===== src/rtl/adam_rst_seq.sv =====
// Board-level reset sequencer. It merges power-on, the debounced button and the request
// reset, stretches the merged reset, then releases the staged reset outputs one after another.
module adam_rst_seq #(
   parameter int SYNC_STAGES     = 2,
   parameter int DEBOUNCE_CYCLES = 1000,
   parameter int STRETCH_CYCLES  = 16,
   parameter int STAGE_GAP       = 4,
   parameter int NO_STAGES       = 3
) (
   input  logic                 clk,
   input  logic                 rst,
   input  logic                 btn_n,
   input  logic                 req_rst,
   output logic [NO_STAGES-1:0] stage_rst,
   output logic                 all_released,
   output logic [1:0]           cause
);

   localparam int DEB_W = $clog2(DEBOUNCE_CYCLES + 1);
   localparam int STR_W = $clog2(STRETCH_CYCLES + 1);
   localparam int GAP_W = $clog2(STAGE_GAP + 1);

   localparam logic [DEB_W-1:0]     DEB_LAST   = DEB_W'(DEBOUNCE_CYCLES - 1);
   localparam logic [STR_W-1:0]     STR_LAST   = STR_W'(STRETCH_CYCLES - 1);
   localparam logic [GAP_W-1:0]     GAP_LAST   = GAP_W'(STAGE_GAP - 1);
   localparam logic [NO_STAGES-1:0] STAGES_ALL = '1;

   localparam logic [1:0] CAUSE_POR = 2'd0;
   localparam logic [1:0] CAUSE_BTN = 2'd1;
   localparam logic [1:0] CAUSE_REQ = 2'd2;

   typedef enum logic [1:0] {
      ST_HOLD    = 2'd0,
      ST_RELEASE = 2'd1,
      ST_RUN     = 2'd2
   } state_e;

   state_e                 state_q, state_d;
   logic [SYNC_STAGES-1:0] sync_q, sync_d;
   logic                   db_level_q, db_level_d;
   logic [DEB_W-1:0]       deb_cnt_q, deb_cnt_d;
   logic [STR_W-1:0]       str_cnt_q, str_cnt_d;
   logic [GAP_W-1:0]       gap_cnt_q, gap_cnt_d;
   logic [NO_STAGES-1:0]   stage_rst_q, stage_rst_d;
   logic                   all_released_q, all_released_d;
   logic [1:0]             cause_q, cause_d;

   logic btn_sync;
   logic pressed;
   logic assert_evt;
   logic restart;

   assign btn_sync   = sync_q[SYNC_STAGES-1];
   assign pressed    = ~db_level_q;
   assign assert_evt = pressed | req_rst;
   assign restart    = assert_evt && (state_q != ST_HOLD);

   // The debounce counter only advances while the synchronized button disagrees with the
   // accepted level, so any return to agreement throws away the partial count.
   always_comb begin
      sync_d     = {sync_q[SYNC_STAGES-2:0], btn_n};
      db_level_d = db_level_q;
      deb_cnt_d  = '0;
      if (btn_sync != db_level_q) begin
         if (deb_cnt_q == DEB_LAST) begin
            db_level_d = btn_sync;
         end else begin
            deb_cnt_d = deb_cnt_q + DEB_W'(1);
         end
      end
   end

   always_comb begin
      state_d        = state_q;
      str_cnt_d      = str_cnt_q;
      gap_cnt_d      = gap_cnt_q;
      stage_rst_d    = stage_rst_q;
      all_released_d = all_released_q;
      cause_d        = cause_q;

      if (restart) begin
         state_d        = ST_HOLD;
         str_cnt_d      = '0;
         gap_cnt_d      = '0;
         stage_rst_d    = STAGES_ALL;
         all_released_d = 1'b0;
         cause_d        = pressed ? CAUSE_BTN : CAUSE_REQ;
      end else begin
         case (state_q)
            ST_HOLD: begin
               stage_rst_d    = STAGES_ALL;
               all_released_d = 1'b0;
               gap_cnt_d      = '0;
               if (assert_evt) begin
                  str_cnt_d = '0;
               end else if (str_cnt_q == STR_LAST) begin
                  // Stage 0 drops on the same edge that leaves HOLD.
                  str_cnt_d   = '0;
                  stage_rst_d = STAGES_ALL << 1;
                  if (stage_rst_d == '0) begin
                     all_released_d = 1'b1;
                     state_d        = ST_RUN;
                  end else begin
                     state_d = ST_RELEASE;
                  end
               end else begin
                  str_cnt_d = str_cnt_q + STR_W'(1);
               end
            end
            ST_RELEASE: begin
               if (gap_cnt_q == GAP_LAST) begin
                  gap_cnt_d   = '0;
                  stage_rst_d = stage_rst_q << 1;
                  if (stage_rst_d == '0) begin
                     all_released_d = 1'b1;
                     state_d        = ST_RUN;
                  end
               end else begin
                  gap_cnt_d = gap_cnt_q + GAP_W'(1);
               end
            end
            ST_RUN: begin
               state_d = ST_RUN;
            end
            default: begin
               state_d        = ST_HOLD;
               str_cnt_d      = '0;
               gap_cnt_d      = '0;
               stage_rst_d    = STAGES_ALL;
               all_released_d = 1'b0;
            end
         endcase
      end
   end

   always_ff @(posedge clk or posedge rst) begin
      if (rst) begin
         state_q        <= ST_HOLD;
         sync_q         <= '1;
         db_level_q     <= 1'b1;
         deb_cnt_q      <= '0;
         str_cnt_q      <= '0;
         gap_cnt_q      <= '0;
         stage_rst_q    <= STAGES_ALL;
         all_released_q <= 1'b0;
         cause_q        <= CAUSE_POR;
      end else begin
         state_q        <= state_d;
         sync_q         <= sync_d;
         db_level_q     <= db_level_d;
         deb_cnt_q      <= deb_cnt_d;
         str_cnt_q      <= str_cnt_d;
         gap_cnt_q      <= gap_cnt_d;
         stage_rst_q    <= stage_rst_d;
         all_released_q <= all_released_d;
         cause_q        <= cause_d;
      end
   end

   assign stage_rst    = stage_rst_q;
   assign all_released = all_released_q;
   assign cause        = cause_q;

endmodule


===== config.mk =====
export PLATFORM = sky130hd
export DESIGN_NAME = adam_rst_seq
export DESIGN_NICKNAME = d
export VERILOG_FILES = /design/src/rtl/adam_rst_seq.sv
export SDC_FILE = /design/constraint.sdc
export NUM_CORES = 1
export LEC_CHECK = 0
export ABC_AREA = 1
export BUFFER_PORTS_ARGS = -buffer_cell sky130_fd_sc_hd__buf_2
export CAP_MARGIN = 30
export CORE_MARGIN = 2
export CORE_UTILIZATION = 53
export CTS_CLUSTER_SIZE = 30
export DETAILED_ROUTE_END_ITERATION = 10
export GPL_TIMING_DRIVEN = 1
export PLACE_DENSITY = 0.74
export SYNTH_ARGS = -nofsm -noshare
export SYNTH_HDL_FRONTEND = slang
export SYNTH_SLANG_ARGS = --single-unit
export TNS_END_PERCENT = 5

===== constraint.sdc =====
create_clock -name clk -period 1.24 [get_ports clk]
set_input_delay 0.186 -clock clk [delete_from_list [all_inputs] [get_ports clk]]
set_output_delay 0.186 -clock clk [all_outputs]
set_load 0.1 [all_outputs]

==> impl_metrics.toml, run 1 <==
[outcome]
status = "complete, but fails checks"
violations = "setup timing"

[synth]
synth-seq-cells = 29
netlist_area_um2 = 1460
synth_warnings = 0
synth-adder-area-share = 0.0516
synth-simple-area-share = 0.300
synth-compound-area-share = 0.0559
ys_types = 21
synthCells = 180
synth-xor-area-share = 0.0241
synth.area.mux_share = 0
ys_seq_area_frac = 0.504
syn-num-nets = 190
synth_top_family_by_area = "simple AND/OR/NAND/NOR gates"
syn_area_per_cell_um2 = 8.08

[worst_setup_path]
r2r-start = "deb_cnt_q[1]$_DFF_PP0_"
path_class = "flip-flop to flip-flop"
end_kind = "flip-flop"
r2r_cells = 6
cp_max_fo = 4
reg2reg_slack_ns = -0.14
endpoint = "deb_cnt_q[6]$_DFF_PP0_"
start_kind = "flip-flop"
critPathLaunch = "deb_cnt_q[1]$_DFF_PP0_"
timing.rr.end = "deb_cnt_q[6]$_DFF_PP0_"
worstPathArrival_ns = 1.61
worstPathRequired_ns = 1.47

[floorplanning]
initial_utilization = 0.542
core-area_um2 = 2690
die_h_um = 56.4
rows = 19
pin_count = 10
dieArea_um2 = 3180
die_w_um = 56.4

[clocking]
clock_latency_ns = 0.33
clk_pin_slew_worst_paths_ns = 0.10
cts.sinks = 29
cts_htree_levels = 2
clock-root-buffer = "clkbuf_4"
cts_max_path_buffers = 2
cts_tree = "yes"
numCtsBuffers = 5

[final_layout]
multi_input_area_um2 = 718
final_nets = 225
n_fill_cell = 201
mostFrequentLayoutCell = "nand2_1"
area.sequential_um2 = 741
final_cell_mix = "nand2_1 (46), nor2_1 (26), dfrtp_1 (23)"
syn_to_final_growth_pct = 34.0
stdcell_area_um2 = 1950
num_antenna_cells = 0
drive_gt1_frac = 0.324

[power]
cellPowerDensity_nw_per_um2 = 883
leakagePower_nw = 0.921
total_power_mw = 1.72
max-vdd-ir-drop_mv = 0.733

[global_routing]
grt_max_degree = 30
grt_pass1_wl_um = 5280
grt_pass1_vias = 1267
overflow = 0
antenna_found_initial = 0
grt_use_total = 0.217

[sta]
final_max_slew_viol_count = 0
hold_viol_final = 0
worstMarginPinSlew_ns = 0.367
post-route-period-util = 1.12
period_minus_slack_ns = 1.38
fin_skew_ns = 0.0128
setup_viol = 18
setup_ws_ns = -0.144
rsz0062_at_grt = "yes"
worst_hold_slack_ns = 0.327
fmax_mhz = 723
tns_ns = -1.21
max_slew_margin = 0.755

[min_path]
hold_class = "input pin to flip-flop"
hold_path_startpoint = "req_rst"

[placed_design]
place_area_um2 = 1720
hpwlAfterDp_um = 2070
gp_congestion = 0.888
port_buffers = 9
pre_cts_slack_ns = -0.0935

[route]
via_per_inst = 5.19
totalWireLength_um = 3260
ant_nets = 0
vias = 1281
drc_errors = 0
firstDrtPassIters = 4
drtIter0Drc = 35
post_drt_wl_per_cell_um = 13.2

[flow_run]
cap_violations = 0
## worst max-delay path, stage by stage (launching register included)
cell	delay, ns
dfrtp_1	0.37
ha_2	0.20
nand2_2	0.08
nor2_1	0.26
nand2_1	0.12
xor2_1	0.19
nor2_1	0.07
## how the worst min path moves through the flow
stage	endpoint	slack (ns)	depth (start not counted)
6_report	state_q[0]$_DFFE_PP0P_	0.33	6
5_1_grt	state_q[1]$_DFFE_PP0P_	0.36	6
4_1_cts	str_cnt_q[2]$_DFFE_PP0P_	0.29	6
3_5_place_dp	deb_cnt_q[0]$_DFF_PP0_	0.27	3
3_3_place_gp	deb_cnt_q[1]$_DFF_PP0_	0.26	3
2_1_floorplan	sync_q[0]$_DFF_PP1_	0.19	0
## cells by family after synthesis
logic type	after synthesis
adder cells (fa/ha/maj)	6
flip-flops	29
XOR/XNOR	4
AND/OR/NAND/NOR	101
buffers and inverters	25
AO/OA/AOI/OAI	15
## stage by stage
stage,instances,utilization
6_report,247,0.726
5_1_grt,247,0.726
4_1_cts,246,0.701
3_5_place_dp,231,0.642
3_3_place_gp,231,0.642
2_1_floorplan,180,-
## layer usage
metal / global-route usage / share of wire / vias to the layer above
li1: - / - / 631
met1: 0.260 / 0.42 / 602
met2: 0.350 / 0.52 / 40
met3: 0.0691 / 0.044 / 8
met4: 0.116 / 0.019 / 0
met5: 0 / 0 / -
## cells in the mapped netlist, drive strengths merged
master / n / share of area
a21oi: 4 / 0.014
a22oi: 1 / 0.0052
a31oi: 1 / 0.0043
dfrtp: 23 / 0.40
dfstp: 6 / 0.11
ha: 6 / 0.052
inv: 25 / 0.064
nand2: 55 / 0.16
nand3: 10 / 0.038
nand4: 4 / 0.017
nor2: 29 / 0.075
nor3: 1 / 0.0034
nor3b: 1 / 0.0052
o21a: 1 / 0.0052
o21ai: 8 / 0.028
or2: 1 / 0.0043
xnor2: 1 / 0.0060
xor2: 3 / 0.018
## final cells by class
class	count	area share
Inverter	25	0.0507
Multi-Input combinational cell	126	0.368
Sequential cell	29	0.380
Tap cell	31	0.0199
Clock buffer	7	0.0334
Clock inverter	1	0.00257
Timing Repair Buffer	28	0.145
## sequential cells by signal, indices dropped and copies added, names as in the netlist
name	count
sync_q	2
cause	2
gap_cnt_q	3
str_cnt_q	5
stage_rst	3
all_released	1
db_level_q	1
deb_cnt_q	10
state_q	2
## report_power, final
group	leakage (nW)	switching, mW	internal (mW)	total, mW
sequential	0.381	0.00788	0.959	0.967
clock	0.0413	0.342	0.328	0.670
combinational	0.498	0.0459	0.0381	0.0840
total	0.921	0.396	1.33	1.72
## what timing repair did
action / CTS / global route
pin swaps: 8 / 5
endpoints found under the setup margin: 27 / 29
hold endpoints to repair: 24 / 0
gates resized for setup: 15 / 16
buffers inserted: 5 / 1
hold buffers: 2 / 0
Note: power is estimated with default switching activity, not from simulation.
==> run 2: changes to the inputs <==
- CORE_UTILIZATION: 53 -> 55
- SKIP_LAST_GASP: not set -> 1
- TNS_END_PERCENT: 5 -> 100
- clock period: 1.24 -> 1.7 ns (I/O delays scaled with it)
==> impl_metrics.toml, run 2 (synthesis results as in run 1) <==
[power]
total_power_mw = 1.13
p_clk_frac = 0.342
max-vdd-ir-drop_mv = 0.533
seq_power_share = 0.626
cellPowerDensity_nw_per_um2 = 704
combPwrFrac = 0.032
leakagePower_nw = 0.792
switchingPower_mw = 0.252
internal_power_mw = 0.877
p_sw_frac = 0.223

[route]
post_drt_wl_per_cell_um = 11.4
drc_errors = 0
ant_nets = 0
vias = 1160
firstDrtPassIters = 4
via_per_inst = 5.07
drtIter0Drc = 55
totalWireLength_um = 2610

[clocking]
clk_pin_slew_worst_paths_ns = 0.09
cts_max_path_buffers = 2
cts_setup_buffers = 0
cts_tree = "yes"
cts.sinks = 29
post_cts_resized = 0
clock_latency_ns = 0.31
clock-root-buffer = "clkbuf_4"
cts_htree_levels = 2
numCtsBuffers = 5

[sta]
rsz0062_at_grt = "no"
setup_viol = 0
post-route-period-util = 0.920
max_slew_margin = 0.679
fmax_mhz = 639
worstMarginPinSlew_ns = 0.485
period_minus_slack_ns = 1.56
fin_skew_ns = 0.00442
hold_viol_final = 0
worst_hold_slack_ns = 0.0373
final_max_slew_viol_count = 0
tns_ns = 0

[final_layout]
final_cell_mix = "nand2_1 (50), nor2_1 (29), inv_1 (25)"
drive_gt1_frac = 0.141
n_fill_cell = 213
num_antenna_cells = 0
syn_to_final_growth_pct = 10.2
largest_reg_flops = 10
final_nets = 208
top_register = "deb_cnt_q"
mostFrequentLayoutCell = "nand2_1"
post-route-util = 0.642
top_regs = "deb_cnt_q x10, str_cnt_q x5"

[worst_setup_path]
path_class = "flip-flop to primary output"
start_kind = "flip-flop"
cp_top_family = "flip-flops"
end_kind = "primary output"
slowest_delay_ns = 0.57
critPathSlowestCell = "dfstp_2"
worstPathArrival_ns = 1.31
worstPathRequired_ns = 1.44
cp_cell_sequence = "buf_2"
path_buf_inv = 1
cp_max_fo = 4

[outcome]
status = "completed"

[floorplanning]
die_h_um = 55.4
die_w_um = 55.4
pin_count = 10
dieArea_um2 = 3070
initial_utilization = 0.582
core-area_um2 = 2500
rows = 18

[flow_run]
cap_violations = 0

[global_routing]
overflow = 0
grt_pass1_wl_um = 4620
grt_pass1_vias = 1148
grt_max_degree = 30
grt_use_total = 0.189
antenna_found_initial = 0

[placed_design]
gp_congestion = 0.845
port_buffers = 9
hpwlAfterDp_um = 1940

[min_path]
hold_class = "input pin to flip-flop"
==> run 2: cell count changes in the layout (fill, tap and decap cells not counted), sizes merged <==
| cell | previous run | this run |
|---|---|---|
| buf | 26 | 10 |
| clkinv | 1 | 0 |
| dlygate4sd3 | 2 | 1 |
| clkbuf | 7 | 8 |
==> run 2: cell type report <==
class | count | area, um2 | share of cell area
Sequential cell | 29 | 733 | 0.457
Multi-Input combinational cell | 126 | 628 | 0.392
Inverter | 25 | 93.8 | 0.0585
Timing Repair Buffer | 11 | 62.6 | 0.0390
Clock buffer | 8 | 48.8 | 0.0304
Tap cell | 30 | 37.5 | 0.0234
==> run 2: what timing repair did <==
item,4_1_cts,5_1_grt
hold buffers,1,0
setup endpoints to repair,0,0
hold endpoints to repair,12,0
==> run 2: power by group through the flow <==
stage                     Combinational [mW]  Clock, mW  Sequential [mW]
after floorplan                       0.0242          0            0.718
after CTS                             0.0378      0.396            0.707
after global placement                0.0354          0            0.719
final                                 0.0362      0.386            0.707
after detailed placement              0.0361          0            0.720
after global routing                  0.0436      0.430            0.708
==> run 2: final timing paths <==
kind                                          start  depth (start not counted)                       end  slack (ns)
min reg2reg                     sync_q[0]$_DFF_PP1_                          0       sync_q[1]$_DFF_PP1_        0.36
max                        stage_rst[1]$_DFFE_PP1P_                          1              stage_rst[1]        0.14
min in group asynchronous                       rst                          4  str_cnt_q[4]$_DFFE_PP0P_        0.54
min                                           btn_n                          1       sync_q[0]$_DFF_PP1_        0.04
max in group asynchronous                       rst                          4    db_level_q$_DFFE_PP1P_        0.85
max reg2reg                  state_q[1]$_DFFE_PP0P_                          8    state_q[0]$_DFFE_PP0P_        0.19
==> run 2: metal layers <==
layer / up-vias / routed length (um) / part of all wire / GRT usage
li1: 599 / - / - / -
met1: 531 / 1280 / 0.49 / 0.236
met2: 26 / 1200 / 0.46 / 0.303
met3: 4 / 104 / 0.040 / 0.0562
met4: 0 / 27 / 0.010 / 0.0871
met5: - / 0 / 0 / 0
==> run 2: through the flow <==
stage	setup slack, ns	cell area [um2]	cells
6_report	0.136	1600	229
3_5_place_dp	0.243	1550	220
4_1_cts	0.124	1600	229
5_1_grt	0.0844	1600	229
2_1_floorplan	0.309	1460	180
3_3_place_gp	0.329	1550	220
==> run 3: changes to the inputs <==
- CELL_PAD_IN_SITES_DETAIL_PLACEMENT: not set -> 1
- CELL_PAD_IN_SITES_GLOBAL_PLACEMENT: not set -> 2
- CORE_UTILIZATION: 55 -> 38
- PLACE_DENSITY: 0.74 -> not set
- PLACE_DENSITY_LB_ADDON: not set -> 0.1
- RECOVER_POWER: not set -> 25
==> impl_metrics.toml, run 3 (synthesis results as in run 1) <==
[final_layout]
top_regs = "deb_cnt_q x10, str_cnt_q x5"
top_register = "deb_cnt_q"
mostFrequentLayoutCell = "nand2_1"
final_cell_mix = "nand2_1 (50), nor2_1 (28), inv_1 (25)"
instances_no_fill = 246
final_nets = 207
drive_gt1_frac = 0.157
post-route-util = 0.451
largest_reg_flops = 10
num_antenna_cells = 0
syn_to_final_growth_pct = 13.4
n_fill_cell = 473

[power]
max-vdd-ir-drop_mv = 0.618
cellPowerDensity_nw_per_um2 = 778
total_power_mw = 1.28
leakagePower_nw = 0.805

[sta]
final_max_slew_viol_count = 0
worst_hold_slack_ns = 0.0726
worstMarginPinSlew_ns = 0.742
hold_viol_final = 0
fmax_mhz = 657
fin_skew_ns = 0.00321
post-route-period-util = 0.895
setup_viol = 0
period_minus_slack_ns = 1.52
max_slew_margin = 0.505
rsz0062_at_grt = "no"
tns_ns = 0

[route]
ant_nets = 0
drc_errors = 0
vias = 1164
wl_met3_um = 106
firstDrtPassIters = 4
detail_route.wirelength.met1_um = 1550
via_per_inst = 4.73
post_drt_wl_per_cell_um = 12.6
totalWireLength_um = 3100
wl_met2_um = 1390
drtIter0Drc = 37
top_layer_used = "met4"

[clocking]
cts_tree = "yes"
cts.sinks = 29
clk_pin_slew_worst_paths_ns = 0.06
clock_latency_ns = 0.28
cts_setup_buffers = 0
clock-root-buffer = "clkbuf_8"
cts_htree_levels = 2
cts_max_path_buffers = 2
numCtsBuffers = 5

[floorplanning]
die_w_um = 65.9
core-area_um2 = 3660
rows = 22
initial_utilization = 0.397
pin_count = 10
die_h_um = 65.9
dieArea_um2 = 4340

[outcome]
status = "completed"

[worst_setup_path]
cp_max_fo = 4
start_kind = "flip-flop"
cp_cell_sequence = "buf_2"
slowest_delay_ns = 0.56
reg2reg_slack_ns = 0.19
cp_top_family = "flip-flops"
path_buf_inv = 1
critPathSlowestCell = "dfstp_2"
path_class = "flip-flop to primary output"
worstPathArrival_ns = 1.27
worstPathRequired_ns = 1.44
end_kind = "primary output"

[global_routing]
grt_pass1_vias = 1279
overflow = 0
grt_max_degree = 30
antenna_found_initial = 0
grt_pass1_wl_um = 5780
grt_use_total = 0.178

[placed_design]
placedCellCount = 238
gp_congestion = 0.779
hpwlAfterDp_um = 2390
port_buffers = 9

[flow_run]
cap_violations = 0

[min_path]
hold_class = "input pin to flip-flop"
[run 3: cell count changes in the layout (fill, tap and decap cells not counted), moves of 2 or more]
cell / delta
clkbuf_1: -2
clkinv_2: +2
clkbuf_8: +5
clkbuf_4: -5
[run 3: stage by stage]
step / worst slack, ns / area [um2]
after global placement: 0.298 / 1570
after detailed placement: 0.233 / 1570
final: 0.179 / 1650
after floorplan: 0.309 / 1460
after CTS: 0.161 / 1650
after global routing: 0.0358 / 1650
[run 3: final timing paths]
check / depth (start not counted) / start / endpoint
worst max-delay path: 1 / stage_rst[0]$_DFFE_PP1P_ / stage_rst[0]
worst min-delay path: 1 / btn_n / sync_q[0]$_DFF_PP1_
worst max register to register: 8 / state_q[0]$_DFFE_PP0P_ / str_cnt_q[3]$_DFFE_PP0P_
worst min register to register: 0 / sync_q[0]$_DFF_PP1_ / sync_q[1]$_DFF_PP1_
max in group asynchronous: 3 / rst / gap_cnt_q[0]$_DFFE_PP0P_
min in group asynchronous: 3 / rst / str_cnt_q[0]$_DFFE_PP0P_
[run 3: layout make-up]
cell class / instances / area (um2) / area share
tap: 48 / 60.1 / 0.0364
clock inverter: 2 / 10.0 / 0.00607
timing repair buffer: 10 / 50.0 / 0.0303
inverter: 25 / 93.8 / 0.0569
sequential: 29 / 733 / 0.444
clock buffer: 6 / 72.6 / 0.0440
multi-input combinational: 126 / 631 / 0.382
[run 3: power breakdown]
group / internal, mW / total [mW] / switching (mW)
clock: 0.283 / 0.541 / 0.258
combinational: 0.0104 / 0.0359 / 0.0255
sequential: 0.701 / 0.707 / 0.00647
total: 0.994 / 1.28 / 0.290
[run 3: timing repair]
item	4_1_cts	5_1_grt
hold buffers	0	0
gates resized for setup	0	1
endpoints found under the hold margin	0	0
setup endpoints to repair	0	1
[run 3: per-layer routing]
layer | vias to the layer above | track usage
li1 | 594 | -
met1 | 550 | 0.225
met2 | 14 | 0.284
met3 | 6 | 0.0579
met4 | 0 | 0.0625
met5 | - | 0
